`src/rtl/sbin_window_if.sv`:
```
// rtl/sbin_window_if.sv - control, bitstream and result signals of the windowed decoder
//
// Purpose: bundles every sbin_window signal except clk/rst.
// Signals:
//   start  : begin one measurement (acted on only when idle)
//   cont   : continuous re-arm, looked at on the window-end edge
//   bit_in : stochastic bitstream from the upstream stage
//   value  : saturated N-bit ones-count of the last completed window
//   valid  : one-cycle strobe, value/sat updated this cycle
//   sat    : last window counted 2^N and was clamped to 2^N-1
//   busy   : block is warming up or accumulating
// Modports: master drives start/cont/bit_in, slave (the decoder) drives the results.
interface sbin_window_if #(
  parameter int N = 10
);
  logic         start;
  logic         cont;
  logic         bit_in;
  logic [N-1:0] value;
  logic         valid;
  logic         sat;
  logic         busy;

  modport master (output start, output cont, output bit_in,
                  input value, input valid, input sat, input busy);
  modport slave  (input start, input cont, input bit_in,
                  output value, output valid, output sat, output busy);
endinterface

```
`src/rtl/sbin_window.sv`:
```
// rtl/sbin_window.sv - windowed stochastic-to-binary decoder with warm-up and continuous mode
//
// Purpose: after start, ignores WARMUP bits, then counts ones in bit_in over
// 2^N clocks and publishes the saturated count with a one-cycle valid strobe.
// Ports:
//   clk : system clock, rising edge
//   rst : asynchronous active-high reset
//   bus : sbin_window_if slave (start, cont, bit_in in; value, valid, sat, busy out)
// Parameters:
//   N      : window is 2^N cycles, result width N
//   WARMUP : cycles ignored after each start or re-arm (0 = none)
module sbin_window #(
  parameter int N      = 10,
  parameter int WARMUP = 16
) (
  input  logic         clk,
  input  logic         rst,
  sbin_window_if.slave bus
);

  typedef enum logic [1:0] {
    IDLE = 2'd0,
    WARM = 2'd1,
    ACC  = 2'd2
  } state_t;

  // Warm-up counter only needs to reach WARMUP-1; keep at least one bit.
  localparam int             WW        = (WARMUP > 1) ? $clog2(WARMUP) : 1;
  localparam logic [WW-1:0]  WARM_LAST = WW'((WARMUP > 0) ? WARMUP - 1 : 0);
  localparam logic [N-1:0]   WIN_LAST  = {N{1'b1}};
  localparam state_t         FIRST_ST  = (WARMUP > 0) ? WARM : ACC;

  state_t        state_q, state_d;
  logic [WW-1:0] warm_q, warm_d;
  logic [N-1:0]  win_q, win_d;
  logic [N:0]    acc_q, acc_d;
  logic [N-1:0]  value_q, value_d;
  logic          sat_q, sat_d;
  logic          valid_q, valid_d;
  logic [N:0]    sum;

  always_comb begin
    state_d = state_q;
    warm_d  = warm_q;
    win_d   = win_q;
    acc_d   = acc_q;
    value_d = value_q;
    sat_d   = sat_q;
    valid_d = 1'b0;
    // Only consulted in ACC, so bit_in outside the window never reaches value.
    sum     = acc_q + {{N{1'b0}}, bus.bit_in};

    case (state_q)
      IDLE: begin
        if (bus.start) begin
          warm_d  = '0;
          win_d   = '0;
          acc_d   = '0;
          state_d = FIRST_ST;
        end
      end
      WARM: begin
        warm_d = warm_q + 1'b1;
        if (warm_q == WARM_LAST) begin
          warm_d  = '0;
          state_d = ACC;
        end
      end
      ACC: begin
        acc_d = sum;
        win_d = win_q + 1'b1;
        if (win_q == WIN_LAST) begin
          // sum can reach 2^N at most, so its top bit alone flags saturation.
          value_d = sum[N] ? {N{1'b1}} : sum[N-1:0];
          sat_d   = sum[N];
          valid_d = 1'b1;
          warm_d  = '0;
          win_d   = '0;
          acc_d   = '0;
          state_d = bus.cont ? FIRST_ST : IDLE;
        end
      end
      default: state_d = IDLE;
    endcase
  end

  always_ff @(posedge clk or posedge rst) begin
    if (rst) begin
      state_q <= IDLE;
      warm_q  <= '0;
      win_q   <= '0;
      acc_q   <= '0;
      value_q <= '0;
      sat_q   <= 1'b0;
      valid_q <= 1'b0;
    end else begin
      state_q <= state_d;
      warm_q  <= warm_d;
      win_q   <= win_d;
      acc_q   <= acc_d;
      value_q <= value_d;
      sat_q   <= sat_d;
      valid_q <= valid_d;
    end
  end

  assign bus.value = value_q;
  assign bus.sat   = sat_q;
  assign bus.valid = valid_q;
  assign bus.busy  = (state_q != IDLE);

endmodule
```
`src/flat_wrapper.sv`:
```
// flat-port wrapper written by rule: the top's interface ports become plain ports
module sbin_window_flat 
#(
  parameter int N      = 10,
  parameter int WARMUP = 16
)
  (clk, rst, bus_start, bus_cont, bus_bit_in, bus_value, bus_valid, bus_sat, bus_busy);
  sbin_window_if #(.N(N)) bus_i ();
  input  logic clk;
  input  logic rst;
  input wire logic [$bits(bus_i.start)-1:0] bus_start;
  input wire logic [$bits(bus_i.cont)-1:0] bus_cont;
  input wire logic [$bits(bus_i.bit_in)-1:0] bus_bit_in;
  output wire logic [$bits(bus_i.value)-1:0] bus_value;
  output wire logic [$bits(bus_i.valid)-1:0] bus_valid;
  output wire logic [$bits(bus_i.sat)-1:0] bus_sat;
  output wire logic [$bits(bus_i.busy)-1:0] bus_busy;
  assign bus_i.start = bus_start;
  assign bus_i.cont = bus_cont;
  assign bus_i.bit_in = bus_bit_in;
  assign bus_value = bus_i.value;
  assign bus_valid = bus_i.valid;
  assign bus_sat = bus_i.sat;
  assign bus_busy = bus_i.busy;
  sbin_window #(.N(N), .WARMUP(WARMUP)) u_core (.clk(clk), .rst(rst), .bus(bus_i));
endmodule
```
`config.mk`:
```
export PLATFORM = sky130hd
export DESIGN_NAME = sbin_window_flat
export DESIGN_NICKNAME = d
export VERILOG_FILES = /design/src/rtl/sbin_window_if.sv /design/src/rtl/sbin_window.sv /design/src/flat_wrapper.sv
export SDC_FILE = /design/constraint.sdc
export NUM_CORES = 1
export LEC_CHECK = 0
export ABC_AREA = 1
export CAP_MARGIN = 20
export CORE_ASPECT_RATIO = 0.5
export CORE_MARGIN = 1
export CORE_UTILIZATION = 40
export CTS_CLUSTER_SIZE = 16
export DETAILED_ROUTE_END_ITERATION = 8
export PLACE_DENSITY = 0.71
export SKIP_LAST_GASP = 1
export SYNTH_ARGS = -nofsm -noshare
export SYNTH_HDL_FRONTEND = slang
export SYNTH_SLANG_ARGS = --single-unit
export TNS_END_PERCENT = 30
```
`constraint.sdc`:
```
create_clock -name clk -period 1.6 [get_ports clk]
set_input_delay 0.16 -clock clk [delete_from_list [all_inputs] [get_ports clk]]
set_output_delay 0.16 -clock clk [all_outputs]
set_load 0.02 [all_outputs]
```
=== Word-level counts from Yosys, hierarchy flattened ===
Cells that the tools add are included.

* Add/subtract/negate cells: 3
* Multiply operators: 0
* Div/mod/pow operators: 0
* Order comparisons: 0
* Equality and inequality tests: 7
* Shifts and indexed selects: 0
* Multiplexer cells: 18
* Bitwise gates (word level): 0
* Reduce and logical (&&, ||, !) cells: 8

{| class="wikitable"
|+ Operators with widths
! operator !! count
|-
| $mux W10 || 3
|-
| $mux W11 || 2
|-
| $pmux W11 S2 || 1
|-
| $pmux W10 S2 || 1
|-
| $mux W4 || 3
|-
| $pmux W4 S3 || 1
|-
| $add A11 B1 Y11 || 1
|-
| $add A10 B1 Y10 const B || 1
|-
| $eq A10 B10 Y1 const B || 1
|-
| $mux W2 || 3
|-
| $pmux W2 S3 || 1
|-
| $reduce_and A3 Y1 || 2
|-
| $add A4 B1 Y4 const B || 1
|-
| $eq A4 B4 Y1 const B || 1
|-
| $ne A2 B1 Y1 const B || 2
|-
| $reduce_and A2 Y1 || 2
|-
| $reduce_bool A2 Y1 || 2
|-
| $mux W1 || 3
|-
| $reduce_bool A3 Y1 || 1
|-
| $eq A2 B1 Y1 const B || 1
|-
| $eq A2 B2 Y1 const B || 1
|-
| $logic_not A2 Y1 || 1
|-
| $ne A2 B2 Y1 const B || 1
|}

* Register bits after elaboration: 39
* Bits in latches: 0
* RAM bits: 0
* ROM bits: 0
* Input bits: 5
* Output and inout bits: 13
* Word-level logic and storage cells: 43
* Memories kept: 0

=== Logic depth before layout (Yosys ltp) ===
* Depth in word-level cells: 3
* Gate-level depth with buffers: 10
* Depth with buffers taken out: 10

=== Worst setup path before layout ===
OpenSTA, ideal clock, no wires.

* Path kind: register to register
* From: register u_core.acc_q[0]
* To: register u_core.value_q[2], in the netlist u_core.bus.value[2]
* Setup time: 0.123 ns
* Arrival time: 1.425 ns
* Required time: 1.477 ns
* Slack: 0.052 ns
* Stages on the path, launching flop included: 10
* Path buffers: 0
* Period minus slack after synthesis: 1.548 ns
* Cells stage by stage: dfrtp_1 > ha_1 > ha_1 > nand2_1 > nor2_2 > nand3_1 > nand2_2 > nand2_2 > o21ai_0 > nand2_1

* Longest elaborated chain between the ends: 2

{| class="wikitable"
|+ Ends and longest elaborated chain
! element !! RTL line !! text
|-
| start: declaration || sbin_window.sv:36 || <nowiki>logic [N:0] acc_q, acc_d;</nowiki>
|-
| start signal: assignment || sbin_window.sv:92 || <nowiki>acc_q <= '0;</nowiki>
|-
| start signal: assignment || sbin_window.sv:100 || <nowiki>acc_q <= acc_d;</nowiki>
|-
| $add A11 B1 Y11 || sbin_window.sv:51 || <nowiki>sum = acc_q + {{N{1'b0}}, bus.bit_in};</nowiki>
|-
| $mux W10 || sbin_window.sv:74 || <nowiki>value_d = sum[N] ? {N{1'b1}} : sum[N-1:0];</nowiki>
|-
| end signal: assignment || sbin_window.sv:101 || <nowiki>value_q <= value_d;</nowiki>
|-
| end: declaration || sbin_window.sv:37 || <nowiki>logic [N-1:0] value_q, value_d;</nowiki>
|}

Every way passes these cells.
A chain may end at the register's enable or synchronous reset.

=== Worst setup path after layout ===
* From: register u_core.acc_q[0]
* To: register u_core.value_q[4], in the netlist u_core.bus.value[4]

The elaborated chain is that of the path after synthesis.

==> reports/metrics.cfg <==
[floorplan]
io_pins = 18
start_util = 0.436
die_h_um = 52.2
core_area_um2 = 4620
die_area_um2 = 5340
fp.dieW_um = 102
num_rows = 17

[critical_path]
max_stage_delay_ns = 0.37
crit_path_start_kind = flip-flop
rr_endpoint = u_core.bus.value[4]
crit_fanout = 4
path_cells = ha_2 > ha_4 > nand2_4 > nor2_4 > nand3_2 > nand2_4 > buf_4 > nand3_1 > nand2_1 > nand2_1
worstRegToRegCells = 10
worstPathRequired_ns = 1.78
timing.rr.start = u_core.acc_q[0]
cp-end-kind = flip-flop
path_class = reg -> reg
worstPathArrival_ns = 1.75
cp_slowest_cell = dfrtp_1
rrSetupSlack_ns = 0.03

[route]
viasPerCell = 4.76
wl_mm = 4.35
drc = 0
num_vias = 1700
first_pass_iters = 4
wl_per_cell_um = 12.2
ant_nets = 0
drt-initial-drc-count = 49

[pwr]
finalPower_w = 0.00252
p_leak_nw = 1.27
p_per_area_nw_per_um2 = 987
internal-power_w = 0.00166
ir_drop_mv = 0.353
comb_power_share = 0.265
p_clk_frac = 0.253
switching_share = 0.341
switchingPower_w = 0.000857
seqPwrFrac = 0.482

[yosys]
yosys_register_bits = 39
ys.flop_type = dfrtp_1
ys_async_sr_fraction = 1.00
ys_top_cells_by_area = dfrtp_1 48%, nand2_1 14%, inv_1 6.9%, nor2_1 5.0%, o21ai_0 5.0%
netlist_area_um2 = 2010
synth_edf_count = 0
synth_most_common_cell = nand2_1
ys_types = 24
synth_fp_nets = 263
yosys.area.top_type = dfrtp_1
synth.top_cell.area_share = 0.485
avgSynthCellArea_um2 = 7.93
ys_warn_count = 0
synth_common_cells = 73 x nand2_1, 39 x dfrtp_1, 37 x inv_1
yosysSeqAreaShare = 0.485
synthCells = 254

[sta]
slew_viol_final = 0
clock_skew_ns = 0.00404
setup_viol = 0
hold_viol = 0
tightest_slew_ns = 0.292
min_period_over_period = 0.983
fmax_mhz = 636
slew_headroom = 0.803
rsz0062_at_grt = yes
period_minus_slack_ns = 1.57

[clock_tree]
clk-insertion-delay-late_ns = 0.28
numCtsBuffers = 5
cts_tree = done
cts_hold_buf = 0
clkTransAtPathRegs_ns = 0.07
clock_sinks = 39
htree_levels = 2
cts-root-buf = clkbuf_8
clock_path_buffers = 2

[final_layout]
diodes = 0
regArea_um2 = 976
drive_above_1_share = 0.175
finalNetCount = 299
area_delta_synth_final_pct = 26.7
multiInputGateArea_um2 = 973
final_util = 0.553
fillCellCount = 419

[hold_path]
hold_class = in -> async

[status]
status = finished clean

[placement]
dp.final_hpwl_mm = 2.97
finalWeightedCongestion = 0.842
io_buffers = 17

[job]
drv_cap = 0

[global_routing]
grt_antenna_before_repair = 0
grt.total_usage = 0.179
grt_pass1_wl_mm = 7.14
grt_pass1_vias = 1602
grt_max_degree = 40
grt-ovfl-total = 0

## power by group through the flow
stage | Combinational [W] | Clock, W | Sequential, W
after floorplan | 0.000387 | 0 | 0.00118
after global placement | 0.000526 | 0 | 0.00120
after detailed placement | 0.000536 | 0 | 0.00120
after CTS | 0.000542 | 0.000660 | 0.00119
after global routing | 0.000753 | 0.000700 | 0.00123
final | 0.000667 | 0.000637 | 0.00121
## logic make-up (layout without fill, tap and decap cells)
group,Yosys count,count (layout),synth area share
simple gates,133,133,0.302
buf+inv,41,78,0.0796
flops,39,39,0.485
compound gates,30,30,0.0783
xor+xnor,7,7,0.0305
fa+ha+maj,4,4,0.0249
## stage by stage
step / hold slack, ns / worst slack [ns] / cell area, um^2 / std cells / TNS (ns)
floorplan: 0.247 / 0.0520 / 2010 / 254 / 0
global placement: 0.467 / -0.209 / 2360 / 347 / -2.52
detailed placement: 0.474 / -0.285 / 2360 / 347 / -3.41
CTS: 0.253 / -0.0121 / 2440 / 355 / -0.0227
global route: 0.275 / -0.0612 / 2550 / 357 / -0.279
finish: 0.251 / 0.0267 / 2550 / 357 / 0
## layout by cell type, fill, tap and decap left out, drive strengths merged
master         netlist  final
nand2               78     78
inv                 40     40
dfrtp               39     39
nor2                31     31
o21ai               20     20
nand3               17     17
clkdlybuf4s50        0     16
buf                  1     13
clkbuf               0      7
xor2                 6      6
a21oi                5      5
o22ai                4      4
ha                   4      4
nand4                3      3
or2                  2      2
nor3                 2      2
xnor2                1      1
o21a                 1      1
clkinv               0      1
dlygate4sd2          0      1
## repair_timing
item / in CTS / in global routing
cloned: 0 / 0
setup buffers: 0 / 2
endpoints found under the hold margin: 0 / 0
setup endpoints to repair: 3 / 24
resized for setup: 1 / 27
pin swaps: 0 / 10
## worst max-delay path by stage
stage	slack, ns	start	depth (start not counted)	end
after global routing	-0.06	u_core.acc_q[0]	9	u_core.bus.value[7]
final	0.03	u_core.acc_q[0]	10	u_core.bus.value[4]
after global placement	-0.21	bus_bit_in	10	u_core.bus.value[0]
after detailed placement	-0.28	bus_bit_in	10	u_core.bus.value[0]
after CTS	-0.01	u_core.acc_q[0]	9	u_core.bus.value[1]
after floorplan	0.05	u_core.acc_q[0]	9	u_core.bus.value[2]
## critical path: cells and delay by family, from the launching register on
family	cells	cell delay (ns)
fa+ha+maj	2	0.39
buf+inv	1	0.12
flops	1	0.37
simple gates	7	0.59
## routing by layer
layer | routed length, um | track usage | up-vias
met5 | 0 | 0 | -
met2 | 2180 | 0.298 | 21
li1 | - | - | 860
met4 | 56 | 0.0643 | 0
met3 | 136 | 0.0403 | 4
met1 | 1980 | 0.230 | 815
## layout make-up
cell class	instances	share of cell area
timing repair buffer	30	0.111
multi-input combinational	174	0.382
inverter	40	0.0608
sequential	39	0.383
clock buffer	7	0.0299
clock inverter	1	0.00196
tap	66	0.0324
## registers in the layout (all words and copies together), names as in the netlist
| signal | flops |
|---|---|
| u_core.win_q | 10 |
| u_core.bus.valid | 1 |
| u_core.state_q | 2 |
| u_core.acc_q | 11 |
| u_core.warm_q | 4 |
| u_core.bus.sat | 1 |
| u_core.bus.value | 10 |
Power figures use the tool's default switching activity.
==> patch 1 (same settings) <==
Take the reset off `value_q` and load it in a clocked block of its own.
--- a/src/rtl/sbin_window.sv
+++ b/src/rtl/sbin_window.sv
@@ -91,5 +91,4 @@
       win_q   <= '0;
       acc_q   <= '0;
-      value_q <= '0;
       sat_q   <= 1'b0;
       valid_q <= 1'b0;
@@ -99,8 +98,11 @@
       win_q   <= win_d;
       acc_q   <= acc_d;
-      value_q <= value_d;
       sat_q   <= sat_d;
       valid_q <= valid_d;
     end
+  end
+
+  always_ff @(posedge clk) begin
+    value_q <= value_d;
   end
 
Behaviour: same outputs for any inputs over 10 cycles, from zero or initial values and one cycle with rst high; that may be too few to reach the edited logic, so the function may still have changed.
==> patch 1 against the original RTL <==
Design area fell by 1.0%. Worst setup slack better by 0.035 ns. Routed wire length shrank 13%. Synthesized area is 0.12% lower. Sequential share of layout area up 2.4 points. Critical endpoint is now u_core.bus.value[7]. Clock power fell by 0.8%. Non-clock buffer count grew 7. Clock skew increased by 0.0034 ns. Power decreased by 2.9%. Maximum frequency grew 2.3%. Via count decreased by 1.6%. Sequential cell count unchanged. Count of clock-buffer cells in the layout shrank 1.
==> patch 1: results (changes against the original RTL) <==
<table>
<tr><th>Metric</th><th>Value</th></tr>
<tr><th colspan="2">Run status</th></tr>
<tr><td>Outcome</td><td>complete, no violations (unchanged)</td></tr>
<tr><th colspan="2">Critical path</th></tr>
<tr><td>Worst-path fanout max</td><td>11 (was 4)</td></tr>
<tr><td>Setup slack of the most critical reg-to-reg path</td><td>0.06 ns (was 0.03 ns)</td></tr>
<tr><td>Arrival @ worst endpoint</td><td>1.55 ns (was 1.75 ns)</td></tr>
<tr><td>Launch point of the worst reg-to-reg path</td><td>u_core.win_q[1] (was u_core.acc_q[0])</td></tr>
<tr><th colspan="2">Synthesis</th></tr>
<tr><td>Count of flip-flops with a built-in enable after synthesis</td><td>10 (was 0)</td></tr>
<tr><td>Share of flip-flops with an asynchronous set or reset</td><td>74.4% (was 100%)</td></tr>
<tr><td>Adder and majority gate portion of the synthesized area</td><td>2.49% (about the same)</td></tr>
<tr><td>XOR/XNOR share of the synthesized area</td><td>3.92% (was 3.05%)</td></tr>
<tr><td>Fraction of the mapped netlist area in compound gates</td><td>3.17% (was 7.83%)</td></tr>
<tr><td>Top cells by area in the synthesized netlist</td><td>sky130_fd_sc_hd__dfrtp_1 (36%), sky130_fd_sc_hd__nand2_1 (16%), sky130_fd_sc_hd__edfxtp_1 (15%) (was sky130_fd_sc_hd__dfrtp_1 (48%), sky130_fd_sc_hd__nand2_1 (14%), sky130_fd_sc_hd__inv_1 (6.9%))</td></tr>
<tr><th colspan="2">Global routing</th></tr>
<tr><td>Met1 Usage GRT</td><td>21.6% (was 23.0%)</td></tr>
<tr><th colspan="2">Layout</th></tr>
<tr><td>Count of multi-input combinational gates</td><td>173 (was 174)</td></tr>
<tr><td>Flip-flop and latch share of the layout cell area</td><td>40.6% (was 38.3%)</td></tr>
<tr><td>Fillers</td><td>428 (was 419)</td></tr>
<tr><td>Non-CTS inverters</td><td>31 (was 40)</td></tr>
<tr><td>Sequential cells</td><td>39 (unchanged)</td></tr>
<tr><td>Net total in the final layout</td><td>296 (was 299)</td></tr>
<tr><th colspan="2">Route</th></tr>
<tr><td>Starting DRC count in detailed routing</td><td>48 (was 49)</td></tr>
<tr><td>Routed via count divided by cell count</td><td>4.73 (was 4.76)</td></tr>
<tr><td>Met3 layer wire length in the routed design</td><td>143 um (was 136 um)</td></tr>
<tr><td>Met2 WL</td><td>1720 um (was 2180 um)</td></tr>
<tr><td>Routed wirelength normalized by instance count</td><td>10.7 um (was 12.2 um)</td></tr>
<tr><th colspan="2">Timing</th></tr>
<tr><td>Relative slew slack</td><td>83.1% (was 80.3%)</td></tr>
<tr><td>Worst hold margin</td><td>0.200 ns (was 0.251 ns)</td></tr>
<tr><td>Largest clock skew in the final design</td><td>0.00741 ns (was 0.00404 ns)</td></tr>
<tr><th colspan="2">Placement</th></tr>
<tr><td>Pre-CTS WS</td><td>-0.182 ns (was -0.285 ns)</td></tr>
<tr><td>HPWL Detailed</td><td>2850 um (was 2970 um)</td></tr>
</table>
-- patch 1: how the worst max path moves through the flow --
stage,from,endpoint,slack [ns],depth (start not counted)
after floorplan,u_core.win_q[0],u_core.bus.value[0],0.03,5
after global placement,bus_bit_in,u_core.bus.value[3],-0.15,8
after detailed placement,bus_bit_in,u_core.bus.value[4],-0.18,8
after CTS,u_core.win_q[1],u_core.bus.value[7],0.04,6
after global routing,u_core.win_q[1],u_core.acc_q[9],-0.008,8
final,u_core.win_q[1],u_core.bus.value[7],0.06,6
-- patch 1: repair_timing --
action	4_1_cts	5_1_grt
setup endpoints to repair	1	11
pin swaps	0	1
endpoints found under the hold margin	0	0
resized for setup	1	5
-- patch 1: report_power, final --
| part | internal, mW | switching [mW] | leakage (nW) |
|---|---|---|---|
| logic | 0.271 | 0.292 | 0.775 |
| clock network | 0.299 | 0.332 | 0.0426 |
| registers | 1.15 | 0.0977 | 0.434 |
==> patch 2 (same flow settings) <==
Without the edit above. `N` is set to 10 in 3 places; all go to 5.
--- a/src/rtl/sbin_window_if.sv
+++ b/src/rtl/sbin_window_if.sv
@@ -12,5 +12,5 @@
 // Modports: master drives start/cont/bit_in, slave (the decoder) drives the results.
 interface sbin_window_if #(
-  parameter int N = 10
+  parameter int N = 5
 );
   logic         start;
--- a/src/rtl/sbin_window.sv
+++ b/src/rtl/sbin_window.sv
@@ -11,5 +11,5 @@
 //   WARMUP : cycles ignored after each start or re-arm (0 = none)
 module sbin_window #(
-  parameter int N      = 10,
+  parameter int N      = 5,
   parameter int WARMUP = 16
 ) (
--- a/src/flat_wrapper.sv
+++ b/src/flat_wrapper.sv
@@ -2,5 +2,5 @@
 module sbin_window_flat 
 #(
-  parameter int N      = 10,
+  parameter int N      = 5,
   parameter int WARMUP = 16
 )
Interface: changed (resized bus_value); port bits go from 18 to 13. The function was not compared with the original's and may differ.
==> patch 2 against the original RTL <==
Sequential cell count fell by 15. Power fell by 19%. Routed wire length fell by 47%. Design area fell by 40%. Clock skew fell by 0.0022 ns. Worst setup slack improved by 0.022 ns. Synthesized area fell by 39%. Synthesized cell count fell by 44%. Global-route usage fell by 2.1 points. First-iteration DRC count fell by 29%. Critical path type unchanged. Critical endpoint unchanged. Largest power group unchanged.
==> patch 2: results (changes against the original RTL) <==
<table>
<tr><th>Metric</th><th>Value</th></tr>
<tr><th colspan="2">Power</th></tr>
<tr><td>Maximum vdd drop</td><td>0.469 mV (was 0.353 mV)</td></tr>
<tr><td>Leak Pwr</td><td>0.736 nW (was 1.27 nW)</td></tr>
<tr><th colspan="2">Synthesis</th></tr>
<tr><td>Number of nets in the synthesized netlist</td><td>153 (was 263)</td></tr>
<tr><td>Average cell area after synthesis</td><td>8.62 sq um (was 7.93 sq um)</td></tr>
<tr><td>Area fraction of the dominant cell type after synthesis</td><td>49.1% (was 48.5%)</td></tr>
<tr><td>Distinct cell type count of the synthesized netlist</td><td>19 (was 24)</td></tr>
<tr><th colspan="2">Route</th></tr>
<tr><td>Starting DRC count in detailed routing</td><td>35 (was 49)</td></tr>
<tr><td>Routed WL</td><td>2320 um (was 4350 um)</td></tr>
<tr><td>Met2 WL</td><td>1040 um (was 2180 um)</td></tr>
<tr><td>Routed via count divided by cell count</td><td>4.90 (was 4.76)</td></tr>
<tr><th colspan="2">Global routing</th></tr>
<tr><td>Vias in the first global route</td><td>852 (was 1602)</td></tr>
<tr><td>GR Util met2</td><td>27.8% (was 29.8%)</td></tr>
<tr><td>Maximum number of pins on one net before global-route repair</td><td>25 (was 40)</td></tr>
<tr><td>Met1 Usage GRT</td><td>19.2% (was 23.0%)</td></tr>
<tr><td>Met3 GRT Util</td><td>4.67% (was 4.03%)</td></tr>
<tr><th colspan="2">Placement</th></tr>
<tr><td>Placed instance count</td><td>195 (was 347)</td></tr>
<tr><td>Quantity of I/O buffers inserted on ports</td><td>12 (was 17)</td></tr>
<tr><td>Final GP Congestion</td><td>0.750 (was 0.842)</td></tr>
<tr><th colspan="2">Critical path</th></tr>
<tr><td>Arrival @ worst endpoint</td><td>1.72 ns (was 1.75 ns)</td></tr>
<tr><td>Worst-path fanout max</td><td>8 (was 4)</td></tr>
<tr><th colspan="2">Run status</th></tr>
<tr><td>Outcome</td><td>complete, no violations (unchanged)</td></tr>
<tr><th colspan="2">Layout</th></tr>
<tr><td>Max reg flops</td><td>6 (was 11)</td></tr>
<tr><td>Fillers</td><td>245 (was 419)</td></tr>
<tr><th colspan="2">Clock network</th></tr>
<tr><td>Clock-pin slew reported for the worst setup and hold paths after clock tree synthesis</td><td>0.09 ns (was 0.07 ns)</td></tr>
<tr><th colspan="2">Timing</th></tr>
<tr><td>Tightest Pin Transition</td><td>0.311 ns (was 0.292 ns)</td></tr>
<tr><td>Largest clock skew in the final design</td><td>0.00182 ns (was 0.00404 ns)</td></tr>
</table>
## patch 2: per-stage QoR
stage	worst slack [ns]	utilization, %	instance area (sq um)
2_1_floorplan	0.0852	-	1220
4_1_cts	-0.00748	53.7	1480
3_5_place_dp	0.00631	51.7	1420
6_report	0.0491	55.4	1520
5_1_grt	-0.0326	55.4	1520
3_3_place_gp	0.0521	51.7	1420
## patch 2: path summary, 6_finish.rpt
check	start	cells after the start	slack, ns	to
min reg2reg	u_core.bus.sat	2	0.50	u_core.bus.sat
max	u_core.win_q[1]	9	0.05	u_core.bus.value[4]
min in group clk	u_core.bus.sat	2	0.50	u_core.bus.sat
min	rst	3	0.22	u_core.warm_q[2]
max reg2reg	u_core.win_q[1]	9	0.05	u_core.bus.value[4]
max in group asynchronous	rst	3	1.13	u_core.state_q[0]
## patch 2: power breakdown
group,total [mW],internal (mW),switching (mW)
Combinational,0.745,0.357,0.387
Clock,0.425,0.220,0.205
Sequential,0.862,0.758,0.104
Total,2.03,1.34,0.696
## patch 2: kinds of logic (layout without fill, tap and decap cells)
family                   after synthesis  count (layout)  synth area share, %
buffers and inverters                 23              46                 7.05
AO/OA/AOI/OAI                         25              25                 12.7
flip-flops                            24              24                 49.1
adder cells (fa/ha/maj)                6               6                 6.13
XOR/XNOR                               3               3                 2.15
AND/OR/NAND/NOR                       61              61                 22.9
## patch 2: final cells by class
cell class              count  area [sq um]  area share (%)
multi-input cells          95           561            36.8
repair buffers             19           175            11.5
well taps                  37          46.3            3.04
flip-flops and latches     24           601            39.4
inverters                  23          86.3            5.67
clock buffers               4          55.1            3.61
## patch 2: timing repair
| action | in CTS | in global routing |
|---|---|---|
| pin swaps | 1 | 5 |
| hold buffers | 0 | 0 |
| gates resized for setup | 0 | 12 |
| endpoints found under the setup margin | 4 | 14 |
| setup buffers | 0 | 3 |
